<file path="config.mk">
export PLATFORM = sky130hd
export DESIGN_NAME = mul_seq
export DESIGN_NICKNAME = d
export VERILOG_FILES = /design/src/rtl/mul_pkg.sv /design/src/rtl/mul_seq.sv
export SDC_FILE = /design/constraint.sdc
export NUM_CORES = 1
export LEC_CHECK = 0
export ABC_CLOCK_PERIOD_IN_PS = 3940
export BUFFER_PORTS_ARGS = -buffer_cell sky130_fd_sc_hd__buf_2
export CAP_MARGIN = 20
export CORE_UTILIZATION = 62
export CTS_BUF_LIST = sky130_fd_sc_hd__clkbuf_8
export DETAILED_ROUTE_END_ITERATION = 10
export GPL_TIMING_DRIVEN = 0
export MAX_ROUTING_LAYER = met4
export PLACE_DENSITY_LB_ADDON = 0.1
export SYNTH_ARGS = -nofsm -noshare
export SYNTH_HDL_FRONTEND = slang
export SYNTH_SLANG_ARGS = --single-unit
</file>
<file path="constraint.sdc">
create_clock -name clk -period 3.94 [get_ports clk]
set_clock_uncertainty 0.15 [all_clocks]
set_input_delay 0 -clock clk [delete_from_list [all_inputs] [get_ports clk]]
set_output_delay 0 -clock clk [all_outputs]
set_load 0.02 [all_outputs]
</file>
<file path="src/rtl/mul_pkg.sv">
// mul_pkg: shared FSM state type and default operand width for mul_seq.
package mul_pkg;
  localparam int MUL_WIDTH = 4;
  typedef enum logic {IDLE, RUN} state_t;
endpackage

</file>
<file path="src/rtl/mul_seq.sv">
// mul_seq: sequential shift-and-add multiply-accumulate, P = A*B + C over unsigned operands.
module mul_seq
  import mul_pkg::*;
#(
  parameter int WIDTH = MUL_WIDTH
) (
  input  logic               clk,
  input  logic               rst,
  input  logic               start,
  input  logic [WIDTH-1:0]   A,
  input  logic [WIDTH-1:0]   B,
  input  logic [WIDTH-1:0]   C,
  output logic               busy,
  output logic               done,
  output logic [2*WIDTH-1:0] P
);
  localparam int CW = $clog2(WIDTH);
  state_t             state;
  logic [2*WIDTH-1:0] acc, mcand, acc_next;
  logic [WIDTH-1:0]   mplier;
  logic [CW-1:0]      count;
  always_comb acc_next = mplier[0] ? acc + mcand : acc;
  always_ff @(posedge clk) begin
    if (rst) begin
      state  <= IDLE;
      busy   <= 1'b0;
      done   <= 1'b0;
      P      <= '0;
      acc    <= '0;
      mcand  <= '0;
      mplier <= '0;
      count  <= '0;
    end else begin
      done <= 1'b0;
      if (state == IDLE) begin
        if (start) begin
          acc    <= {{WIDTH{1'b0}}, C};
          mcand  <= {{WIDTH{1'b0}}, A};
          mplier <= B;
          count  <= '0;
          busy   <= 1'b1;
          state  <= RUN;
        end
      end else begin
        acc    <= acc_next;
        mcand  <= mcand << 1;
        mplier <= mplier >> 1;
        count  <= count + CW'(1);
        // last step: publish the result straight from the adder
        if (count == CW'(WIDTH - 1)) begin
          P     <= acc_next;
          done  <= 1'b1;
          busy  <= 1'b0;
          state <= IDLE;
        end
      end
    end
  end
endmodule

</file>
-- Yosys cells after proc, flatten, opt, wreduce, memory -nomap -nowiden
Cells that the tools add are included.
- bits of input ports: 15
- word-level logic and storage cells: 36
- bits in registers: 33
- equality and inequality tests: 2
- bitwise operators: 1
- add/sub/neg operators: 2
- reduce and logical (&&, ||, !) cells: 5
- mux-type cells: 16
- operator list (cell ; count):
    8-bit 2-to-1 mux ; 5
    8-bit adder ; 1
    1-bit 2-to-1 mux ; 7
    3-bit 2-to-1 mux ; 2
    2-bit 2-to-1 mux ; 2
    2-bit AND reduction ; 2
    2-bit OR reduction ; 2
    2-bit by 1-bit adder with 2-bit output, second input constant ; 1
    2-bit == test, second input constant ; 1
    2-bit by 1-bit inequality test with 1-bit output, second input constant ; 1
    2-bit nonzero test ; 1
    1-bit NOT ; 1

-- Longest topological paths before layout
- depth after elaboration: 3
- mapped depth: 9
- gate-level depth less buffers: 9

-- Worst setup path before layout
No wires, ideal clock.
- path type: flip-flop to flip-flop
- from: register acc[0]
- to: register P[6]
- path slack: 1925 ps
- period minus slack after synthesis: 2015 ps
- stages on the path, launching flop included: 10
- arrival: 1742 ps
- data required time: 3667 ps
- library setup time: 123 ps
- cell sequence: dfxtp_1 ha_1 inv_1 fa_1 nor2b_1 o31a_1 o21a_1 or3_1 a31oi_1 o21ai_1
- longest elaborated chain between the ends: 2
- ends and longest elaborated chain (item ; line ; RTL):
    start, declared ; mul_seq.sv:19 ; logic [2*WIDTH-1:0] acc, mcand, acc_next;
    start signal, assigned ; mul_seq.sv:37 ; acc <= {{WIDTH{1'b0}}, C};
    start signal, assigned ; mul_seq.sv:45 ; acc <= acc_next;
    8-bit adder ; mul_seq.sv:22 ; always_comb acc_next = mplier[0] ? acc + mcand : acc;
    8-bit 2-to-1 mux ; mul_seq.sv:22 ;
    end signal, assigned ; mul_seq.sv:51 ; P <= acc_next;
    end, declared ; mul_seq.sv:15 ; output logic [2*WIDTH-1:0] P
No other way between the ends.
A chain may end at the register's enable or synchronous reset.

-- Final worst setup path
- from: register mcand[0]
- to: register acc[6]
- longest elaborated chain between the ends: 3
- ends and longest elaborated chain (item ; line ; RTL):
    start, declared ; mul_seq.sv:19 ;
    start signal, assigned ; mul_seq.sv:38 ; mcand <= {{WIDTH{1'b0}}, A};
    start signal, assigned ; mul_seq.sv:46 ; mcand <= mcand << 1;
    8-bit adder ; mul_seq.sv:22 ;
    8-bit 2-to-1 mux ; mul_seq.sv:22 ;
    8-bit 2-to-1 mux ; mul_seq.sv:35 ; if (state == IDLE) begin
No other way between the ends.

==> results by group <==
Flow run
  – Max-Cap Viols: 0

Finish
  – N_diodes: 0
  – NumNets Final: 252
  – Commonest cells after routing, fill and taps aside: 33 x dfxtp_1, 24 x buf_2, 22 x nor2_1, 17 x a21oi_1
  – Post-route insts no fill: 259
  – Layout cells sized above 1: 14.4%
  – Layout area overhead: 24.7%
  – FF+latch area: ~660 um^2
  – Commonest non-fill, non-tap cell in the layout: dfxtp_1
  – Area of the multi-input gates: about 900 um^2
  – Final core occ: 81.3%
  – Fill cells: 176

Critical path
  – Crit-path slowest cell: dfxtp_1
  – CP max stage delay: approximately 0.4 ns
  – Worst path bufs/invs: 1
  – Crit path cell chain: ha_1 -> inv_1 -> fa_1 -> nor2b_1 -> o31a_1 -> o21a_1 -> or3_1 -> nand2_1 -> o32ai_1
  – CP Data Arrival Time: 2.32 ns
  – Top fanout value on the critical path: 3
  – Crit path max-delay family: adder cells
  – Critical Path RT: around 4.0 ns
  – Setup crit end kind: flip-flop
  – Kind of critical path: flip-flop to flip-flop
  – CP Launch Type: flip-flop

GRT
  – First-pass GRT wire length: approximately 6 mm
  – Vias in the first global route: 1,333
  – Antenna violations before repair: 0
  – Largest net degree at the start of global routing: 11
  – GRT Util Overall: 31.6%
  – Global Route met3 Usage: 6.03%
  – GRT met2 Usage: 54.6%
  – GRT overflow: 0
  – GRT busiest layer: met2
  – Met1 usage: approximately a third

Timing
  – RSZ-0062 raised after global routing: false
  – Worst slew pin tran: ~0.67 ns
  – Final Hold Viols: 0
  – Setup ws final: 1.65 ns
  – Max Slew Vio Count: 0
  – Final Setup Violations: 0
  – Post-layout min period: 2.29 ns
  – Final TNS setup: 0 ns
  – F_max: 0.437 GHz
  – Period utilisation layout: roughly 58%
  – Slew headroom: 55.1%

Logic synthesis
  – Ys Warns: 0
  – Avg Synthesized Cell Area: between 8 and 9 um^2
  – Synth Area in XOR/XNOR: 1.63%
  – EDFF count, synth: 0
  – Async S/R FF share, synth: 0%
  – Main combinational cell family by area after synthesis: compound AO/OA/AOI/OAI gates
  – Flops & latches, synth: 33
  – Synthesized cell area: 1610 um^2
  – Post-Synth Simple-Gate Area: 17.7%
  – Cells after synthesis: ~190
  – Main synth FF type: dfxtp_1
  – Mapped Nets: 209
  – Post-synth cell types: 35
  – Compound-gate portion of the synthesized area: between 20% and 30%
  – Synthesized-area fraction occupied by adder cells: 7.44%
  – Post-synthesis sequential area ratio: 40.9%
  – Mux contribution to synthesized area: 7.44%

Placement
  – IO Port Bufs: 23
  – Placed cells: 238
  – Place WS: 1.76 ns
  – Final GP Congestion: 0.866
  – Final HPWL DP: 2.67 mm

Clock tree
  – Clock root cell: clkbuf_8
  – Clk slew on worst S/H paths: 0.07 ns
  – CTS tree: yes
  – Clk buf depth: 2
  – Setup bufs post-CTS: 0
  – Cts bufs inserted: 5
  – Clock Sinks: 33
  – Clk_lat worst skew: 0.29 ns
  – H-tree levels: 2

Die
  – Initial Util: between 60% and 70%
  – Core Rows: 18
  – Die width: ~53 um
  – Die height: about 53 um
  – Area of the die: 2810 um^2
  – Total I/O pin count: 25
  – Core area: 2480 um^2

Hold path
  – Hold Crit Class: input pin to flip-flop

Run status
  – Status: complete, no violations

Power
  – Pwr Density: about 390 nW/um^2
  – VDD IR max: 0.000373 V
  – Static leakage: 0.000852 uW

Drt
  – Via count: 1,482
  – DRC viols: 0
  – Number of vias per cell: 5.72
  – Iteration-0 DRC Markers: 44
  – Final ANT Viol Nets: 0
  – Wire length per cell: roughly 15 um
  – Drt pass-1 iters: 4
  – Post-Route WL: 3.79 mm
==> registers in the layout, summed over array words and instances (netlist names) <==
name,count
acc,8
mplier,4
state,1
P,8
busy,1
mcand,8
done,1
count,2
==> per-layer routing <==
metal	vias to the layer above	share of wire, %
met1	693	42
met5	-	0
met2	42	51
met4	0	1.4
met3	6	5.0
li1	741	-
==> through the flow <==
step	total power, uW	area (um^2)	hold WS (ns)
2_1_floorplan	421	1610	0.0406
3_3_place_gp	442	1770	0.137
3_5_place_dp	447	1770	0.147
4_1_cts	779	2010	0.00676
5_1_grt	805	2010	0.0435
6_report	778	2010	0.00605
==> repair_timing <==
| item | CTS | global route |
|---|---|---|
| setup endpoints to repair | 0 | 0 |
| hold buffers | 13 | 0 |
| resized for setup | 0 | 0 |
| endpoints found under the hold margin | 12 | 0 |
==> worst register-to-register path, cell delays in order, from the launching register on <==
cell and delay, ns:
dfxtp_1 0.39, ha_1 0.24, inv_1 0.07, fa_1 0.37, nor2b_1 0.21, o31a_1 0.18, o21a_1 0.13, or3_1 0.11
nand2_1 0.06, o32ai_1 0.26
==> cell families (layout without fill, tap and decap cells) <==
kind of cell    after synthesis  in the layout
mux                          12             12
flops                        33             33
simple gates                 59             59
buf+inv                      15             59
xor+xnor                      3              3
fa+ha+maj                     9              9
compound gates               54             54
==> cell usage after synthesis, types with 2 or more instances <==
library cell	count	area, um^2
mux2i_1	12	120
nand2_1	13	48.8
nand2b_1	2	12.5
o21a_1	3	22.5
a21oi_1	17	85.1
inv_1	5	18.8
nor2_1	22	82.6
a211oi_1	7	52.6
clkbuf_1	5	18.8
nor3b_1	5	37.5
nor2b_1	8	50.1
ha_1	8	100
o21ai_1	2	10.0
dfxtp_1	33	661
a32oi_1	2	17.5
o21ai_0	12	60.1
buf_1	4	15.0
nor3_1	4	20.0
a31oi_1	3	18.8
a21o_1	2	15.0
xor2_1	2	17.5
==> cell type report <==
type,count,area share (%)
Multi-Input combinational cell,137,44.5
Inverter,5,0.932
Clock buffer,6,4.10
Tap cell,30,1.86
Timing Repair Buffer,36,12.2
Sequential cell,33,32.8
Buffer,10,1.93
Clock inverter,2,1.68
==> where the power goes <==
part	internal, uW	switching, uW
combinational	43.0	53.9
clock	203	122
sequential	345	9.68
total	592	186
==> path summary, 6_finish.rpt <==
check / from / end / slack (ns) / depth (start not counted)
max: mcand[0] / acc[6] / 1.65 / 9
min: rst / acc[6] / 0.006 / 2
max reg2reg: mcand[0] / acc[6] / 1.65 / 9
min reg2reg: P[1] / P[1] / 0.30 / 2
Note: power is estimated with default switching activity, not from simulation.
